## config.mk

```make
export PLATFORM = sky130hd
export DESIGN_NAME = pipe_hazard_fwd_flat
export DESIGN_NICKNAME = d
export VERILOG_FILES = /design/src/rtl/pipe_hazard_fwd_pkg.sv /design/src/rtl/pipe_hazard_fwd_if.sv /design/src/rtl/pipe_hazard_fwd_ex_mem_reg.sv /design/src/rtl/pipe_hazard_fwd.sv /design/src/flat_wrapper.sv
export SDC_FILE = /design/constraint.sdc
export NUM_CORES = 1
export LEC_CHECK = 0
export CORE_AREA = 10 10 110 112
export DETAILED_ROUTE_END_ITERATION = 6
export DIE_AREA = 0 0 120 122
export PLACE_DENSITY = 0.83
export REMOVE_ABC_BUFFERS = 1
export SKIP_LAST_GASP = 1
export SYNTH_ARGS = -nofsm -noshare
export SYNTH_HDL_FRONTEND = slang
export SYNTH_SLANG_ARGS = --single-unit
```

## constraint.sdc

```tcl
create_clock -name clk -period 3.4 [get_ports clk]
set_input_delay 0.68 -clock clk [delete_from_list [all_inputs] [get_ports clk]]
set_output_delay 0.68 -clock clk [all_outputs]
set_load 0.005 [all_outputs]
```

## src/rtl/pipe_hazard_fwd_pkg.sv

```systemverilog
// Shared encodings and types for the EX/MEM register and the forwarding/hazard unit.
package pipe_hazard_fwd_pkg;

  // Operand-select encodings. EX path picks between the MEM and WB stages;
  // ID path (branch compare) picks between the EX and MEM stages.
  localparam logic [1:0] FWD_REG   = 2'b00;
  localparam logic [1:0] FWD_WB    = 2'b01;
  localparam logic [1:0] FWD_MEM   = 2'b10;
  localparam logic [1:0] FWDID_MEM = 2'b01;
  localparam logic [1:0] FWDID_EX  = 2'b10;

  // Everything the EX stage hands over to the MEM stage.
  typedef struct packed {
    logic [1:0]  memtoreg;
    logic        regwrite;
    logic        memwrite;
    logic        memread;
    logic [4:0]  waddr;
    logic [31:0] pc;
    logic [31:0] alu;
    logic [31:0] wdata;
  } ex_mem_t;

  // A producer stage can supply a source register only if it really writes,
  // the destination is not the hard-wired zero register, and the numbers match.
  function automatic logic fwd_hit(input logic we, input logic [4:0] waddr,
                                   input logic [4:0] raddr);
    return we && (waddr != 5'd0) && (waddr == raddr);
  endfunction

endpackage

```

## src/rtl/pipe_hazard_fwd_if.sv

```systemverilog
// Pipeline-side bundle of the hazard/forwarding block; names follow the datapath.
interface pipe_hazard_fwd_if;
  logic [1:0]  WB_MemtoReg_ex;
  logic        WB_RegWrite_ex;
  logic        MEM_MemWrite_ex;
  logic        MEM_MemRead_ex;
  logic [4:0]  RegWriteAddress_ex;
  logic [31:0] PC_ex;
  logic [31:0] ALU_out;
  logic [31:0] RealOut2;
  logic [4:0]  RsAddress_ex;
  logic [4:0]  RtAddress_ex;
  logic [4:0]  RsAddress_id;
  logic [4:0]  RtAddress_id;
  logic        WB_RegWrite_wb;
  logic [4:0]  RegWriteAddress_wb;
  logic        Whether_branch;
  logic        Whether_jump;

  logic [1:0]  WB_MemtoReg_mem;
  logic        WB_RegWrite_mem;
  logic        MEM_MemWrite_mem;
  logic        MEM_MemRead_mem;
  logic [4:0]  RegWriteAddress_mem;
  logic [31:0] PC_mem;
  logic [31:0] ALUResult_mem;
  logic [31:0] MemWriteData_mem;
  logic [1:0]  ForwardA;
  logic [1:0]  ForwardB;
  logic [1:0]  ForwardC;
  logic [1:0]  ForwardD;
  logic        Keep_current_PC;
  logic        IF_ID_keep;
  logic        stall;
  logic        flush;

  modport slave (
    input  WB_MemtoReg_ex, WB_RegWrite_ex, MEM_MemWrite_ex, MEM_MemRead_ex,
           RegWriteAddress_ex, PC_ex, ALU_out, RealOut2,
           RsAddress_ex, RtAddress_ex, RsAddress_id, RtAddress_id,
           WB_RegWrite_wb, RegWriteAddress_wb, Whether_branch, Whether_jump,
    output WB_MemtoReg_mem, WB_RegWrite_mem, MEM_MemWrite_mem, MEM_MemRead_mem,
           RegWriteAddress_mem, PC_mem, ALUResult_mem, MemWriteData_mem,
           ForwardA, ForwardB, ForwardC, ForwardD,
           Keep_current_PC, IF_ID_keep, stall, flush
  );

  modport master (
    output WB_MemtoReg_ex, WB_RegWrite_ex, MEM_MemWrite_ex, MEM_MemRead_ex,
           RegWriteAddress_ex, PC_ex, ALU_out, RealOut2,
           RsAddress_ex, RtAddress_ex, RsAddress_id, RtAddress_id,
           WB_RegWrite_wb, RegWriteAddress_wb, Whether_branch, Whether_jump,
    input  WB_MemtoReg_mem, WB_RegWrite_mem, MEM_MemWrite_mem, MEM_MemRead_mem,
           RegWriteAddress_mem, PC_mem, ALUResult_mem, MemWriteData_mem,
           ForwardA, ForwardB, ForwardC, ForwardD,
           Keep_current_PC, IF_ID_keep, stall, flush
  );
endinterface

```

## src/rtl/pipe_hazard_fwd_ex_mem_reg.sv

```systemverilog
// EX/MEM pipeline register; reset clears the stage and discards the EX instruction.
module ex_mem_reg
  import pipe_hazard_fwd_pkg::*;
(
  input  logic    clk,
  input  logic    reset,
  input  ex_mem_t ex_i,
  output ex_mem_t mem_o
);

  ex_mem_t mem_q;
  ex_mem_t mem_d;

  // Next state: capture EX, or a cleared bubble while reset is low.
  always_comb begin
    mem_d = '0;
    if (reset) begin
      mem_d = ex_i;
    end
  end

  // Stage register.
  always_ff @(posedge clk) begin
    mem_q <= mem_d;
  end

  assign mem_o = mem_q;

endmodule

```

## src/rtl/pipe_hazard_fwd.sv

```systemverilog
// EX/MEM register plus combinational forwarding selects and load-use / control hazard logic.
module pipe_hazard_fwd
  import pipe_hazard_fwd_pkg::*;
(
  input  logic clk,
  input  logic reset,
  pipe_hazard_fwd_if.slave bus
);

  ex_mem_t ex_w;
  ex_mem_t mem_w;
  logic    load_use;

  assign ex_w.memtoreg = bus.WB_MemtoReg_ex;
  assign ex_w.regwrite = bus.WB_RegWrite_ex;
  assign ex_w.memwrite = bus.MEM_MemWrite_ex;
  assign ex_w.memread  = bus.MEM_MemRead_ex;
  assign ex_w.waddr    = bus.RegWriteAddress_ex;
  assign ex_w.pc       = bus.PC_ex;
  assign ex_w.alu      = bus.ALU_out;
  assign ex_w.wdata    = bus.RealOut2;

  ex_mem_reg u_ex_mem (
    .clk   (clk),
    .reset (reset),
    .ex_i  (ex_w),
    .mem_o (mem_w)
  );

  assign bus.WB_MemtoReg_mem     = mem_w.memtoreg;
  assign bus.WB_RegWrite_mem     = mem_w.regwrite;
  assign bus.MEM_MemWrite_mem    = mem_w.memwrite;
  assign bus.MEM_MemRead_mem     = mem_w.memread;
  assign bus.RegWriteAddress_mem = mem_w.waddr;
  assign bus.PC_mem              = mem_w.pc;
  assign bus.ALUResult_mem       = mem_w.alu;
  assign bus.MemWriteData_mem    = mem_w.wdata;

  // Operand selects: the younger producer wins, so MEM beats WB for the EX ALU
  // and EX beats MEM for the ID branch compare. Only one code is ever chosen,
  // so 2'b11 cannot appear.
  always_comb begin
    bus.ForwardA = FWD_REG;
    bus.ForwardB = FWD_REG;
    bus.ForwardC = FWD_REG;
    bus.ForwardD = FWD_REG;
    if (fwd_hit(mem_w.regwrite, mem_w.waddr, bus.RsAddress_ex))
      bus.ForwardA = FWD_MEM;
    else if (fwd_hit(bus.WB_RegWrite_wb, bus.RegWriteAddress_wb, bus.RsAddress_ex))
      bus.ForwardA = FWD_WB;
    if (fwd_hit(mem_w.regwrite, mem_w.waddr, bus.RtAddress_ex))
      bus.ForwardB = FWD_MEM;
    else if (fwd_hit(bus.WB_RegWrite_wb, bus.RegWriteAddress_wb, bus.RtAddress_ex))
      bus.ForwardB = FWD_WB;
    if (fwd_hit(bus.WB_RegWrite_ex, bus.RegWriteAddress_ex, bus.RsAddress_id))
      bus.ForwardC = FWDID_EX;
    else if (fwd_hit(mem_w.regwrite, mem_w.waddr, bus.RsAddress_id))
      bus.ForwardC = FWDID_MEM;
    if (fwd_hit(bus.WB_RegWrite_ex, bus.RegWriteAddress_ex, bus.RtAddress_id))
      bus.ForwardD = FWDID_EX;
    else if (fwd_hit(mem_w.regwrite, mem_w.waddr, bus.RtAddress_id))
      bus.ForwardD = FWDID_MEM;
  end

  // Load-use stall freezes PC and IF/ID; a taken branch/jump flushes only when
  // the ID instruction is not being held back. Both are silenced during reset.
  always_comb begin
    load_use = bus.MEM_MemRead_ex && (bus.RtAddress_ex != 5'd0) &&
               ((bus.RtAddress_ex == bus.RsAddress_id) ||
                (bus.RtAddress_ex == bus.RtAddress_id));
    bus.stall           = reset && load_use;
    bus.Keep_current_PC = bus.stall;
    bus.IF_ID_keep      = bus.stall;
    bus.flush           = reset && (bus.Whether_branch || bus.Whether_jump) && !bus.stall;
  end

endmodule

```

## src/flat_wrapper.sv

```systemverilog
// flat-port wrapper written by rule: the top's interface ports become plain ports
module pipe_hazard_fwd_flat import pipe_hazard_fwd_pkg::*;
  (clk, reset, bus_WB_MemtoReg_ex, bus_WB_RegWrite_ex, bus_MEM_MemWrite_ex, bus_MEM_MemRead_ex, bus_RegWriteAddress_ex, bus_PC_ex, bus_ALU_out, bus_RealOut2, bus_RsAddress_ex, bus_RtAddress_ex, bus_RsAddress_id, bus_RtAddress_id, bus_WB_RegWrite_wb, bus_RegWriteAddress_wb, bus_Whether_branch, bus_Whether_jump, bus_WB_MemtoReg_mem, bus_WB_RegWrite_mem, bus_MEM_MemWrite_mem, bus_MEM_MemRead_mem, bus_RegWriteAddress_mem, bus_PC_mem, bus_ALUResult_mem, bus_MemWriteData_mem, bus_ForwardA, bus_ForwardB, bus_ForwardC, bus_ForwardD, bus_Keep_current_PC, bus_IF_ID_keep, bus_stall, bus_flush);
  pipe_hazard_fwd_if bus_i ();
  input  logic clk;
  input  logic reset;
  input wire logic [$bits(bus_i.WB_MemtoReg_ex)-1:0] bus_WB_MemtoReg_ex;
  input wire logic [$bits(bus_i.WB_RegWrite_ex)-1:0] bus_WB_RegWrite_ex;
  input wire logic [$bits(bus_i.MEM_MemWrite_ex)-1:0] bus_MEM_MemWrite_ex;
  input wire logic [$bits(bus_i.MEM_MemRead_ex)-1:0] bus_MEM_MemRead_ex;
  input wire logic [$bits(bus_i.RegWriteAddress_ex)-1:0] bus_RegWriteAddress_ex;
  input wire logic [$bits(bus_i.PC_ex)-1:0] bus_PC_ex;
  input wire logic [$bits(bus_i.ALU_out)-1:0] bus_ALU_out;
  input wire logic [$bits(bus_i.RealOut2)-1:0] bus_RealOut2;
  input wire logic [$bits(bus_i.RsAddress_ex)-1:0] bus_RsAddress_ex;
  input wire logic [$bits(bus_i.RtAddress_ex)-1:0] bus_RtAddress_ex;
  input wire logic [$bits(bus_i.RsAddress_id)-1:0] bus_RsAddress_id;
  input wire logic [$bits(bus_i.RtAddress_id)-1:0] bus_RtAddress_id;
  input wire logic [$bits(bus_i.WB_RegWrite_wb)-1:0] bus_WB_RegWrite_wb;
  input wire logic [$bits(bus_i.RegWriteAddress_wb)-1:0] bus_RegWriteAddress_wb;
  input wire logic [$bits(bus_i.Whether_branch)-1:0] bus_Whether_branch;
  input wire logic [$bits(bus_i.Whether_jump)-1:0] bus_Whether_jump;
  output wire logic [$bits(bus_i.WB_MemtoReg_mem)-1:0] bus_WB_MemtoReg_mem;
  output wire logic [$bits(bus_i.WB_RegWrite_mem)-1:0] bus_WB_RegWrite_mem;
  output wire logic [$bits(bus_i.MEM_MemWrite_mem)-1:0] bus_MEM_MemWrite_mem;
  output wire logic [$bits(bus_i.MEM_MemRead_mem)-1:0] bus_MEM_MemRead_mem;
  output wire logic [$bits(bus_i.RegWriteAddress_mem)-1:0] bus_RegWriteAddress_mem;
  output wire logic [$bits(bus_i.PC_mem)-1:0] bus_PC_mem;
  output wire logic [$bits(bus_i.ALUResult_mem)-1:0] bus_ALUResult_mem;
  output wire logic [$bits(bus_i.MemWriteData_mem)-1:0] bus_MemWriteData_mem;
  output wire logic [$bits(bus_i.ForwardA)-1:0] bus_ForwardA;
  output wire logic [$bits(bus_i.ForwardB)-1:0] bus_ForwardB;
  output wire logic [$bits(bus_i.ForwardC)-1:0] bus_ForwardC;
  output wire logic [$bits(bus_i.ForwardD)-1:0] bus_ForwardD;
  output wire logic [$bits(bus_i.Keep_current_PC)-1:0] bus_Keep_current_PC;
  output wire logic [$bits(bus_i.IF_ID_keep)-1:0] bus_IF_ID_keep;
  output wire logic [$bits(bus_i.stall)-1:0] bus_stall;
  output wire logic [$bits(bus_i.flush)-1:0] bus_flush;
  assign bus_i.WB_MemtoReg_ex = bus_WB_MemtoReg_ex;
  assign bus_i.WB_RegWrite_ex = bus_WB_RegWrite_ex;
  assign bus_i.MEM_MemWrite_ex = bus_MEM_MemWrite_ex;
  assign bus_i.MEM_MemRead_ex = bus_MEM_MemRead_ex;
  assign bus_i.RegWriteAddress_ex = bus_RegWriteAddress_ex;
  assign bus_i.PC_ex = bus_PC_ex;
  assign bus_i.ALU_out = bus_ALU_out;
  assign bus_i.RealOut2 = bus_RealOut2;
  assign bus_i.RsAddress_ex = bus_RsAddress_ex;
  assign bus_i.RtAddress_ex = bus_RtAddress_ex;
  assign bus_i.RsAddress_id = bus_RsAddress_id;
  assign bus_i.RtAddress_id = bus_RtAddress_id;
  assign bus_i.WB_RegWrite_wb = bus_WB_RegWrite_wb;
  assign bus_i.RegWriteAddress_wb = bus_RegWriteAddress_wb;
  assign bus_i.Whether_branch = bus_Whether_branch;
  assign bus_i.Whether_jump = bus_Whether_jump;
  assign bus_WB_MemtoReg_mem = bus_i.WB_MemtoReg_mem;
  assign bus_WB_RegWrite_mem = bus_i.WB_RegWrite_mem;
  assign bus_MEM_MemWrite_mem = bus_i.MEM_MemWrite_mem;
  assign bus_MEM_MemRead_mem = bus_i.MEM_MemRead_mem;
  assign bus_RegWriteAddress_mem = bus_i.RegWriteAddress_mem;
  assign bus_PC_mem = bus_i.PC_mem;
  assign bus_ALUResult_mem = bus_i.ALUResult_mem;
  assign bus_MemWriteData_mem = bus_i.MemWriteData_mem;
  assign bus_ForwardA = bus_i.ForwardA;
  assign bus_ForwardB = bus_i.ForwardB;
  assign bus_ForwardC = bus_i.ForwardC;
  assign bus_ForwardD = bus_i.ForwardD;
  assign bus_Keep_current_PC = bus_i.Keep_current_PC;
  assign bus_IF_ID_keep = bus_i.IF_ID_keep;
  assign bus_stall = bus_i.stall;
  assign bus_flush = bus_i.flush;
  pipe_hazard_fwd u_core (.clk(clk), .reset(reset), .bus(bus_i));
endmodule
```

==> impl_metrics.ini, run 1 <==
[floorplan]
initial_core_util_pct = 35.5
die_x_microns = 120
io_pins = 254
num_rows = 37
core_sq_um = 10000
die_h_microns = 122
die_area_sq_um = 14600

[cts]
clockBufferDepth = 2
cts_root_buf = clkbuf_8
htreeDepth = 3
cts_tree = done
clkSinkCount = 106
cts_setup_buffers = 0
ctsHoldBuffers = 0
cts_made_buffers = 9
clkTransAtPathRegs_ns = 0.10

[sta]
tightest_slew_ns = 0.628
fmax_ghz = 0.289
maxSlewHeadroom_pct = 58.1
setup_viol = 1
post-route-period-util_pct = 102
slew_viol_final = 0
whs_ns = 0.719
rsz0062_at_grt = true
period_minus_slack_ns = 3.46
fin_ws_ns = -0.0650
tns_ns = -0.0650
hold_viol = 0

[place]
numPortBuffers = 253
place_congestion = 0.876
hpwl_mm = 10.7
dp.cells = 706
placed_area_sq_um = 6330

[final_layout]
nNetsFinal = 717
largest_reg_flops = 106
n_antenna_cell = 0
stdcell_count = 722
final_cell_mix = clkdlybuf4s50_1 (248), and2_1 (106), dfxtp_1 (106)
layout_commonest_cell = clkdlybuf4s50_1
area_growth_pct = 83.3
finalInstanceArea_sq_um = 6540
post-route-util_pct = 65.1
drive_gt1_share_pct = 9.04

[synthesis]
ys_types = 20
ys_seq_elements = 106
avgSynthCellArea_sq_um = 11.3
synthTopCellsByArea = dfxtp_1 (59%), and2_1 (19%), xor2_1 (9.3%), xnor2_1 (2.9%), clkbuf_1 (1.7%)
synth_top_area_share_pct = 59.4
seq_area_frac_synth_pct = 59.4
synth_warnings = 0
syn_inst = 316
synth_top_area_cell = dfxtp_1
syn_area_sq_um = 3570

[global_route]
grt_pass1_vias = 3401
antenna_found_initial = 1
grt-ovfl-total = 0
grt_util_all_layers_pct = 16.9
grt_max_degree = 92
grt_first_pass_wirelength_mm = 19.2

[route]
avgViaCountPerCell = 4.30
wl_per_cell_microns = 17.7
wl_mm = 12.7
drt_iter0_drc = 117
vias = 3104
first_pass_iters = 4
drc = 0
ant_nets = 0

[critical_path]
critPathCaptureType = output port
critPathArrivalTime_ns = 2.78
critPathLaunchType = primary input
cp.required_ns = 2.72
cp_max_fo = 4
crit_type = primary input to output port

[outcome]
violations = setup timing
status = finished with violations

[min_path]
hold_class = primary input to register

[job]
cap_violations = 0

[power]
power_leakage_nw = 2.63
peakVddDrop_mv = 0.271
powerDensity_nw_per_um2 = 388
critical path, cell delays in order:
cell	delay (ns)
clkdlybuf4s50_1	0.62
xnor2_1	0.16
nand3_1	0.12
nor4_1	0.51
buf_4	0.20
clkdlybuf4s50_1	0.50
metrics by stage:
| step | total power [mW] | setup WS (ns) |
|---|---|---|
| floorplan | 1.46 | 0.937 |
| global placement | 1.82 | -0.0413 |
| detailed placement | 1.84 | -0.146 |
| CTS | 2.57 | -0.0191 |
| global route | 2.65 | -0.123 |
| finish | 2.54 | -0.0650 |
what timing repair did:
item                                    CTS  global route
resized for setup                         3             5
endpoints found under the setup margin    2             6
hold endpoints to repair                  0             0
cell usage after synthesis:
library cell  number
a22oi_1            1
and2_1           106
buf_2              1
buf_4              5
buf_6              1
clkbuf_1          16
dfxtp_1          106
nand3_1            4
nor2_1             3
nor3_1             2
nor4_1             4
nor4_2             4
o21ai_0            3
o21ai_4            1
o221a_2            1
or4_1              5
or4_2              2
or4_4              1
xnor2_1           12
xor2_1            38
metal layers:
layer / up-vias / global-route usage [%] / part of all wire (%)
met5: - / 0 / 0.13
met3: 16 / 9.39 / 11
met4: 2 / 4.22 / 1.2
li1: 1514 / - / -
met1: 1436 / 16.4 / 35
met2: 136 / 30.5 / 52
where the power goes:
group	internal, mW	total, mW	switching [mW]	leakage [nW]
sequential	1.31	1.33	0.0201	0.884
combinational	0.327	0.476	0.150	1.65
clock	0.296	0.731	0.436	0.0961
final cells by class:
type	count	area (sq um)
fill	786	3500
timing repair buffer	277	2710
sequential	106	2120
multi-input combinational	187	1350
tap	136	170
clock buffer	10	138
clock inverter	6	48.8
cell families after synthesis:
family | count (synthesis) | share of synthesized area, %
simple gates | 131 | 23.7
flops | 106 | 59.4
xor+xnor | 50 | 12.3
buf+inv | 23 | 3.19
compound gates | 6 | 1.40
worst paths after layout:
kind,endpoint,from,cells after the start
setup / recovery,bus_ForwardD[1],bus_RegWriteAddress_ex[3],6
hold / removal,u_core.u_ex_mem.mem_o[74],reset,2
Power figures use the tool's default switching activity.
==> inputs of run 2 (changes only) <==
ABC_AREA = 1   (was default)
CORE_AREA = 10 10 111 113   (was 10 10 110 112)
DIE_AREA = 0 0 121 123   (was 0 0 120 122)
PLACE_DENSITY = 0.85   (was 0.83)
==> run 2 against run 1 <==
Effect of this change:
- the run now ends clean
- cell count is 19% higher
- sequential share of layout area is 0.64 points lower
- non-clock buffer count is 22 lower
- largest power group unchanged
==> impl_metrics.ini, run 2 <==
[synthesis]
synth_top_family_by_area = simple AND/OR/NAND/NOR gates
syn_area_sq_um = 3880
synth_top_area_cell = dfxtp_1
synth_flop_cell = dfxtp_1
muxShareOfSynthArea_pct = 0
syn_inst = 477
post-synth-top-count-cell = nand2_1
synth-edff-count = 0
ys_seq_elements = 106
synthTopCellsByArea = dfxtp_1 (55%), nand2_1 (14%), inv_1 (11%), xnor2_1 (6.8%), xor2_1 (2.7%)
ys_types = 22
synth_warnings = 0
seq_area_frac_synth_pct = 54.6
synth_xor_area_share_pct = 9.47
synth_top_area_share_pct = 54.6
synthArstFlopShare_pct = 0
synthTopCellsByCount = nand2_1 (142), inv_1 (113), dfxtp_1 (106)
synthSimpleGateAreaFrac_pct = 19.6
synth_compound_area_share_pct = 0.934
synth_fa_ha_area_share_pct = 0
avgSynthCellArea_sq_um = 8.14

[global_route]
grt_max_degree = 55
grt_pass1_vias = 3767
grt_use_met1_pct = 17.0
antenna_found_initial = 0
grt_util_all_layers_pct = 17.6
gr-max-usage-layer = met2
grt-ovfl-total = 0
use_met3_pct = 9.57
grt_util_met2_pct = 31.0
grt_first_pass_wirelength_mm = 20.3

[cts]
cts_setup_buffers = 0
cts_made_buffers = 9
cts_root_buf = clkbuf_8
cts_tree = done
clkTransAtPathRegs_ns = 0.10
htreeDepth = 3
clockBufferDepth = 2
cts_repair_resize_count = 0
clkSinkCount = 106
ctsHoldBuffers = 0

[sta]
tns_ns = 0
setup_viol = 0
post-route-period-util_pct = 92.5
tightest_slew_ns = 0.512
maxSlewHeadroom_pct = 65.9
hold_viol = 0
slew_viol_final = 0
rsz0062_at_grt = false
period_minus_slack_ns = 3.15
fmax_ghz = 0.318

[critical_path]
crit_slowest_cell = clkdlybuf4s50_1
crit_chain = clkdlybuf4s50_1 -> inv_2 -> nand2_2 -> nand2_2 -> nor2_2 -> nand3_2 -> a21oi_2 -> clkdlybuf4s50_1
critPathLaunchType = primary input
crit_type = primary input to output port
cp_max_fo = 5
critPathArrivalTime_ns = 2.47
cpPeakStageDelay_ns = 0.62
critPathCaptureType = output port
cp.required_ns = 2.72

[final_layout]
fill_cells = 786
layout_commonest_cell = clkdlybuf4s50_1
final_cell_mix = clkdlybuf4s50_1 (252), nand2_1 (142), inv_1 (113)
area_growth_pct = 71.8
finalInstanceArea_sq_um = 6670
largest_reg_flops = 106
n_antenna_cell = 0
drive_gt1_share_pct = 5.79
stdcell_count = 862
nNetsFinal = 857

[place]
place_congestion = 0.895
dp.cells = 846
hpwl_mm = 11.5
placed_area_sq_um = 6450
numPortBuffers = 253

[route]
avgViaCountPerCell = 4.15
ant_nets = 0
drt_iter0_drc = 208
vias = 3573
drc = 0
wl_mm = 13.5
wl_per_cell_microns = 15.7
first_pass_iters = 4

[min_path]
hold_class = primary input to register

[power]
p_comb_share_pct = 18.6
internal_power_mw = 2.03
power_leakage_nw = 3.39
powerDensity_nw_per_um2 = 397
pwr-share-seq_pct = 50.4
pwr-share-clk_pct = 31.0
p_sw_mw = 0.620
peakVddDrop_mv = 0.260
sw_frac_of_total_pct = 23.4

[floorplan]
io_pins = 254
die_area_sq_um = 14900
core_sq_um = 10100
die_h_microns = 123
die_x_microns = 121
num_rows = 37
initial_core_util_pct = 38.3

[job]
cap_violations = 0

[outcome]
status = finished, final reports clean
[run 2: final timing paths]
check / endpoint / start / cells past startpoint
worst max-delay path: bus_Keep_current_PC / bus_RtAddress_ex[2] / 8
worst min-delay path: u_core.u_ex_mem.mem_o[101] / reset / 3
[run 2: area by class of cell]
class / count / area [sq um] / area share (%)
multi-input cells: 229 / 1160 / 17.5
repair buffers: 255 / 2540 / 38.1
flip-flops and latches: 106 / 2120 / 31.8
clock buffers: 12 / 165 / 2.47
inverters: 120 / 450 / 6.75
clock inverters: 4 / 56.3 / 0.844
well taps: 136 / 170 / 2.55
[run 2: kinds of logic (layout without fill, tap and decap cells)]
group	after synthesis	after routing
AO/OA/AOI/OAI	5	5
XOR/XNOR	42	42
buffers and inverters	142	391
flip-flops	106	106
AND/OR/NAND/NOR	182	182
[run 2: through the flow]
step           hold WS [ns]  utilization (%)  setup slack (ns)  power, mW
3_5_place_dp           1.01             63.6             0.256       1.86
2_1_floorplan         0.773                -              1.51       1.49
5_1_grt               0.643             65.8             0.135       2.77
4_1_cts               0.616             65.8             0.250       2.69
3_3_place_gp           1.02             63.6             0.277       1.85
6_report              0.641             65.8             0.254       2.65
[run 2: worst max-delay path, delay by kind of cell]
kind / cells / cell delay, ns
AOI/OAI and AO/OA: 1 / 0.20
buffers and inverters: 3 / 1.25
and+or+nand+nor: 4 / 0.34
[run 2: layer usage]
layer / vias up / part of all wire, %
li1: 1810 / -
met1: 1566 / 35
met2: 180 / 50
met3: 17 / 13
met4: 0 / 1.8
met5: - / 0
[run 2: power groups by stage]
stage	Sequential, mW	Clock (mW)	Combinational (mW)
2_1_floorplan	1.37	0	0.120
3_3_place_gp	1.36	0	0.488
3_5_place_dp	1.36	0	0.497
4_1_cts	1.34	0.856	0.499
5_1_grt	1.34	0.895	0.538
6_report	1.33	0.821	0.492
==> inputs of run 3 (changes only) <==
REMOVE_ABC_BUFFERS = default   (was 1)
==> run 3 against run 2 <==
Effect of this change:
- power grew 0.51%
- clock power rose by 1%
- via count increased by 0.25%
- cell count shrank 0.23%
- setup slack improved by 0.029 ns
- combinational power hardly changed
- flip-flop and latch count is the same
- first-iteration DRC count is 44% lower
- maximum frequency increased by 0.92%
- sequential power hardly changed
- core utilization decreased by 0.14 points
==> impl_metrics.ini, run 3 (synthesis results as in run 2) <==
[min_path]
hold_class = primary input to register
min_from = reset

[final_layout]
n_antenna_cell = 0
fill_cells = 813
area_growth_pct = 71.4
layout_commonest_cell = clkdlybuf4s50_1
largest_reg_flops = 106
final_cell_mix = clkdlybuf4s50_1 (252), nand2_1 (142), inv_1 (113)
register_area_sq_um = 2120
multi_input_area_sq_um = 1160
drive_gt1_share_pct = 5.39
stdcell_count = 860
nNetsFinal = 856

[route]
dr_wl_met3_mm = 1.91
routed-wl-met2_mm = 7.01
dr.max_layer_used = met4
wirelength_met1_mm = 4.53
wl_per_cell_microns = 16.1
drt_iter0_drc = 117
drc = 0
ant_nets = 0
vias = 3582
first_pass_iters = 4
avgViaCountPerCell = 4.17
wl_mm = 13.8

[critical_path]
cpPeakStageDelay_ns = 0.62
cp_max_fo = 5
cp.required_ns = 2.72
crit_chain = clkdlybuf4s50_1 -> inv_2 -> nand2_1 -> nand2_1 -> nor2_1 -> nand3_1 -> a21oi_2 -> clkdlybuf4s50_1
critPathCaptureType = output port
startpoint = bus_RtAddress_ex[2]
critPathArrivalTime_ns = 2.44
critPathLaunchType = primary input
crit_type = primary input to output port
crit_slowest_cell = clkdlybuf4s50_1

[job]
cap_violations = 0

[power]
power_leakage_nw = 3.38
powerDensity_nw_per_um2 = 399
peakVddDrop_mv = 0.276

[cts]
ctsHoldBuffers = 0
clkSinkCount = 106
cts_root_buf = clkbuf_8
cts_made_buffers = 9
cts_tree = done
htreeDepth = 3
clockBufferDepth = 2
cts_setup_buffers = 0
clkTransAtPathRegs_ns = 0.10
cts_repair_resize_count = 0

[floorplan]
die_h_microns = 123
num_rows = 37
die_area_sq_um = 14900
initial_core_util_pct = 38.3
die_x_microns = 121
io_pins = 254
core_sq_um = 10100

[place]
place_congestion = 0.912
place_ws_ns = 0.285
hpwl_mm = 11.8
numPortBuffers = 253
dp.cells = 845

[global_route]
grt_first_pass_wirelength_mm = 20.2
grt_max_degree = 71
grt_util_all_layers_pct = 17.7
antenna_found_initial = 0
grt_pass1_vias = 3812
grt-ovfl-total = 0

[sta]
period_minus_slack_ns = 3.12
maxSlewHeadroom_pct = 56.9
tightest_slew_ns = 0.647
setup_viol = 0
slew_viol_final = 0
fin_ws_ns = 0.283
tns_ns = 0
fmax_ghz = 0.321
rsz0062_at_grt = false
hold_viol = 0
post-route-period-util_pct = 91.7

[outcome]
status = finished, final reports clean

[synthesis]
synth_fp_nets = 613
==> run 3: changes by cell type in the layout (fill, tap and decap cells not counted), sizes merged <==
cell / change
inv: -1
clkbuf: -1
bufinv: +1
buf: -1
==> run 3: final timing paths <==
kind	to	slack, ns	cells after the start
worst min-delay path	u_core.u_ex_mem.mem_o[22]	0.72	3
worst max-delay path	bus_Keep_current_PC	0.28	8
==> run 3: routing by layer <==
layer / track usage, % / vias up
li1: - / 1806
met1: 16.0 / 1577
met2: 31.5 / 173
met3: 10.8 / 26
met4: 7.54 / 0
met5: 0 / -
==> run 3: per-stage QoR <==
stage / cell area (sq um) / power [mW] / util, % / hold slack [ns]
after detailed placement: 6440 / 1.86 / 63.6 / 1.11
after global placement: 6440 / 1.85 / 63.6 / 1.11
after global routing: 6660 / 2.79 / 65.7 / 0.728
final: 6660 / 2.66 / 65.7 / 0.722
after floorplan: 3880 / 1.52 / - / 0.773
after CTS: 6660 / 2.69 / 65.7 / 0.706
==> run 3: cell type report <==
class / instances / share of cell area (%)
clock buffers: 11 / 2.12
flip-flops and latches: 106 / 31.9
inverters: 120 / 6.76
well taps: 136 / 2.55
repair buffers: 254 / 38.1
multi-input cells: 229 / 17.5
clock inverters: 4 / 1.11
==> run 3: worst max-delay path: cells and delay by family <==
kind            cells  cell delay [ns]
simple gates        4             0.33
buf+inv             3             1.24
compound gates      1             0.18
==> run 3: report_power, final <==
group | switching, mW | internal [mW]
clock | 0.400 | 0.433
sequential | 0.0249 | 1.31
combinational | 0.183 | 0.311
total | 0.609 | 2.05
